`config.mk`:
```
export PLATFORM = sky130hd
export DESIGN_NAME = pipe_stage_skid
export DESIGN_NICKNAME = d
export VERILOG_FILES = /design/src/rtl/pipe_stage_skid.sv
export SDC_FILE = /design/constraint.sdc
export NUM_CORES = 1
export LEC_CHECK = 0
export ABC_AREA = 1
export ABC_CLOCK_PERIOD_IN_PS = 3480
export CORE_MARGIN = 2
export CORE_UTILIZATION = 25
export DETAILED_ROUTE_END_ITERATION = 8
export PLACE_DENSITY_LB_ADDON = 0.12
export SETUP_SLACK_MARGIN = 0.05
export SLEW_MARGIN = 5
export SYNTH_ARGS = -nofsm -noshare
export SYNTH_HDL_FRONTEND = slang
export SYNTH_SLANG_ARGS = --single-unit
```
`constraint.sdc`:
```
create_clock -name clk -period 3.48 [get_ports clk]
set_input_delay 1.044 -clock clk [delete_from_list [all_inputs] [get_ports clk]]
set_output_delay 1.044 -clock clk [all_outputs]
set_load 0.005 [all_outputs]
```
`src/rtl/pipe_stage_skid.sv`:
```
// pipe_stage_skid: elastic valid/ready pipeline register with optional two-entry skid buffer,
// synchronous flush and a saturating back-pressure counter.
module pipe_stage_skid #(
    parameter int CTRL_W = 5,
    parameter int DATA_W = 138,
    parameter int SKID   = 1,
    parameter int CNT_W  = 16
) (
    input  logic              clk,
    input  logic              rst,
    input  logic              flush,
    input  logic              in_valid,
    output logic              in_ready,
    input  logic [CTRL_W-1:0] in_ctrl,
    input  logic [DATA_W-1:0] in_data,
    output logic              out_valid,
    input  logic              out_ready,
    output logic [CTRL_W-1:0] out_ctrl,
    output logic [DATA_W-1:0] out_data,
    output logic [1:0]        occupancy,
    output logic [CNT_W-1:0]  stall_cnt
);
    typedef enum logic [1:0] {EMPTY = 2'd0, ONE = 2'd1, TWO = 2'd2} state_t;
    state_t state, state_n;
    logic [CTRL_W-1:0] m_ctrl, s_ctrl;
    logic [DATA_W-1:0] m_data, s_data;
    logic m_valid, in_fire, out_fire, load_in, load_skid, load_s;
    always_ff @(posedge clk) begin
        if (!rst) state <= EMPTY;
        else state <= state_n;
    end
    always_comb begin
        state_n = state;
        if (flush) state_n = EMPTY;
        else case (state)
            EMPTY:   state_n = in_fire ? ONE : EMPTY;
            ONE:     state_n = (out_fire && !in_fire) ? EMPTY : (load_skid ? TWO : ONE);
            TWO:     state_n = out_fire ? ONE : TWO;
            default: state_n = EMPTY;
        endcase
    end
    // With SKID the ready term depends only on the state flop; flush and reset just gate it.
    always_comb begin
        m_valid   = state != EMPTY;
        in_ready  = rst && !flush && ((SKID != 0) ? (state != TWO) : (!m_valid || out_ready));
        in_fire   = in_valid && in_ready;
        out_fire  = m_valid && out_ready;
        load_in   = in_fire && (state == EMPTY || out_fire);
        load_skid = (SKID != 0) && in_fire && state == ONE && !out_fire;
        load_s    = state == TWO && out_fire;
        out_valid = m_valid;
        out_ctrl  = m_ctrl;
        out_data  = m_data;
        occupancy = state;
    end
    // Vacated registers are zeroed so an invalid head always reads all-zero.
    always_ff @(posedge clk) begin
        if (!rst || flush) begin
            m_ctrl <= '0;
            m_data <= '0;
            s_ctrl <= '0;
            s_data <= '0;
        end else begin
            if (load_in) {m_ctrl, m_data} <= {in_ctrl, in_data};
            else if (load_s) {m_ctrl, m_data} <= {s_ctrl, s_data};
            else if (out_fire) {m_ctrl, m_data} <= '0;
            if (load_skid) {s_ctrl, s_data} <= {in_ctrl, in_data};
            else if (load_s) {s_ctrl, s_data} <= '0;
        end
    end
    always_ff @(posedge clk) begin
        if (!rst) stall_cnt <= '0;
        else if (m_valid && !out_ready && !flush && stall_cnt != {CNT_W{1'b1}})
            stall_cnt <= stall_cnt + CNT_W'(1);
    end
endmodule

```
==> flow_summary.json <==
{
  "outcome": "finished clean",
  "vias": 12410,
  "p_sw_mw": 1.824,
  "worstMarginPinSlew_ps": 1172,
  "cts_buffers": 38,
  "die_y_um": 228.1,
  "yosysWarnings": 0,
  "cp.required_ps": 2440,
  "first_global_vias": 11487,
  "synth_xor_area_frac": 0.004884,
  "synth_area_sq_um": 12550,
  "startpoint": "flush",
  "crit_chain": "clkdlybuf4s50_1, inv_1, nand2_4, nor2_1, clkdlybuf4s50_1",
  "syn_nets": 1906,
  "seq_power_share": 0.436,
  "crit_end": "in_ready",
  "cp_max_fo": 2,
  "cts_max_level": 2,
  "reg2regPathDepth": 7,
  "min_period_ps": 3304,
  "grt_max_degree": 166,
  "drc": 0,
  "die_area_sq_um": 52020,
  "grt.total_usage": 0.1592,
  "hp-start": "out_data[77]",
  "arrival_ps": 2260,
  "critPathMaxStageDelay_ps": 510,
  "grt_pass1_wl_mm": 66.72,
  "antenna_found_initial": 4,
  "clkPwrFrac": 0.497,
  "finalHoldViolations": 0,
  "synth_top_cells_by_area": "dfxtp_1 (48%), nand2_1 (19%), a21oi_1 (12%)",
  "layout-drive-gt1-share": 0.04313,
  "endpoint_kind": "output pin",
  "rr_endpoint": "stall_cnt[10]",
  "layout_common_cells": "nand2_1 (639), clkdlybuf4s50_1 (309), dfxtp_1 (304), a21oi_1 (294), nand3_1 (155)",
  "clk_pin_slew_ps": 50,
  "drv_slew": 0,
  "crit_type": "in2out",
  "finalPower_mw": 8.123,
  "synth_cells": 1757,
  "start_kind": "input pin",
  "r2r_setup_slack_ps": 1070,
  "cts_tree": "done",
  "synth_top_family_by_area": "simple AND/OR/NAND/NOR gates",
  "nFillCells": 5328,
  "post-place-ws_ps": 75.04,
  "fin_nets": 2139,
  "yosysTopAreaCellShare": 0.4848,
  "final_common_cell": "nand2_1",
  "timing.rr.start": "stall_cnt[0]",
  "wl_per_cell_um": 15.85,
  "setup_ws_ps": 176.3,
  "setup_viol": 0,
  "pwr-share-comb": 0.066,
  "fmax_mhz": 302.7,
  "rsz0062_at_grt": "no",
  "max-clock-path-buffers": 3,
  "firstDrtPassIters": 5,
  "crit_top_cell": "clkdlybuf4s50_1",
  "synth_compound_area_frac": 0.1758,
  "ys_seq_elements": 304,
  "portBuffers": 310,
  "cap_viol_max_count": 0,
  "syn_avg_cell_area_sq_um": 7.145,
  "cts.sinks": 304,
  "tns_ps": 0,
  "p_leak_nw": 6.251,
  "wl_mm": 42.65,
  "start_util": 0.2518,
  "intPower_mw": 6.300,
  "cts_setup_buffers": 0,
  "synth_fa_ha_area_frac": 0.0009967,
  "muxShareOfSynthArea": 0,
  "holdWs_ps": 462.8,
  "area_delta_synth_final_pct": 39.21,
  "coreArea_sq_um": 49860,
  "max-slew-margin-rel": 0.2133,
  "via_per_inst": 4.612,
  "stdcell_area_sq_um": 17480,
  "hp-class": "reg2reg",
  "post-route-period-util": 0.9493,
  "ys_seq_area_frac": 0.4848,
  "worst_path_max_delay_cell": "clkdlybuf4s50_1",
  "max-vdd-ir-drop_v": 0.0002391,
  "skew_ps": 17.06,
  "die_w_um": 228.1,
  "worst_skew_pair.late_latency_ps": 550,
  "drt_iter0_markers": 641,
  "power_density_nw_per_um2": 464.8,
  "sw_frac_of_total": 0.2245,
  "routabilityCongestion": 0.7606,
  "yosysUniqueCellTypes": 22,
  "synth_largest_area_cell": "dfxtp_1",
  "place_hpwl_mm": 25.56,
  "synth-simple-area-share": 0.2710,
  "placed_area_sq_um": 16190,
  "gr-total-overflow": 0,
  "num_rows": 82,
  "cts_root_buf": "clkbuf_16",
  "ant_nets": 0,
  "num_io_pins": 311
}
==> synth_stat cells <==
cell type,n
nor3_2,1
nand2_2,4
nand2_1,640
nand3_1,155
inv_2,3
nor2_4,3
nor2_1,33
buf_4,13
buf_6,11
buf_1,14
nand4_1,4
inv_1,21
dfxtp_1,304
ha_1,1
o21ai_0,140
xnor2_1,5
a21oi_1,294
clkbuf_1,68
buf_2,33
xor2_1,2
and2_1,1
o21ai_1,7
==> registers in the layout (all words and copies together), names as in the netlist <==
name / flops
s_ctrl: 5
stall_cnt: 16
out_ctrl: 5
occupancy: 2
out_data: 138
s_data: 138
==> area by class of cell <==
class	instances	area (sq um)	share of cell area
Antenna cell	2	5.005	0.0002864
Clock buffer	65	1216	0.06959
Clock inverter	2	60.06	0.003437
Inverter	24	95.09	0.005441
Multi-Input combinational cell	1290	5714	0.3270
Sequential cell	304	6086	0.3482
Tap cell	672	840.8	0.04811
Timing Repair Buffer	332	3458	0.1979
==> power groups by stage <==
stage	clock network, mW	registers (mW)	logic [mW]
floorplan	0	3.62	0.197
global placement	0	3.62	0.548
detailed placement	0	3.62	0.548
CTS	4.20	3.54	0.551
global route	4.31	3.55	0.591
finish	4.04	3.54	0.540
==> timing repair <==
item,4_1_cts,5_1_grt
hold buffers,0,0
gates resized for setup,0,1
setup endpoints to repair,0,1
==> how the worst min path moves through the flow <==
stage,end,slack (ps),cells past startpoint
5_1_grt,out_data[42],470,2
6_report,out_data[77],460,2
2_1_floorplan,s_ctrl[0],460,2
3_5_place_dp,out_data[42],460,2
4_1_cts,out_data[42],460,2
3_3_place_gp,out_data[62],450,2
==> routing by layer <==
metal  vias up  GRT usage  wire length [um]
li1       6250          -                 -
met1      5816     0.2071             19640
met2       273     0.2627             19750
met3        67    0.03575              2165
met4         4    0.04841              1069
met5         -          0                27
==> logic make-up after synthesis <==
kind of cell / Yosys count
xor+xnor: 7
compound gates: 441
fa+ha+maj: 1
buf+inv: 163
simple gates: 841
flops: 304
==> critical path, delay by kind of cell <==
| family | cells | cell delay (ps) |
|---|---|---|
| simple gates | 2 | 180 |
| buf+inv | 3 | 1030 |
==> per-stage QoR <==
stage,utilization,std cells
floorplan,-,1757
CTS,0.3503,2689
finish,0.3505,2691
detailed placement,0.3247,2622
global route,0.3504,2690
global placement,0.3247,2622
Note: power is estimated with default switching activity, not from simulation.
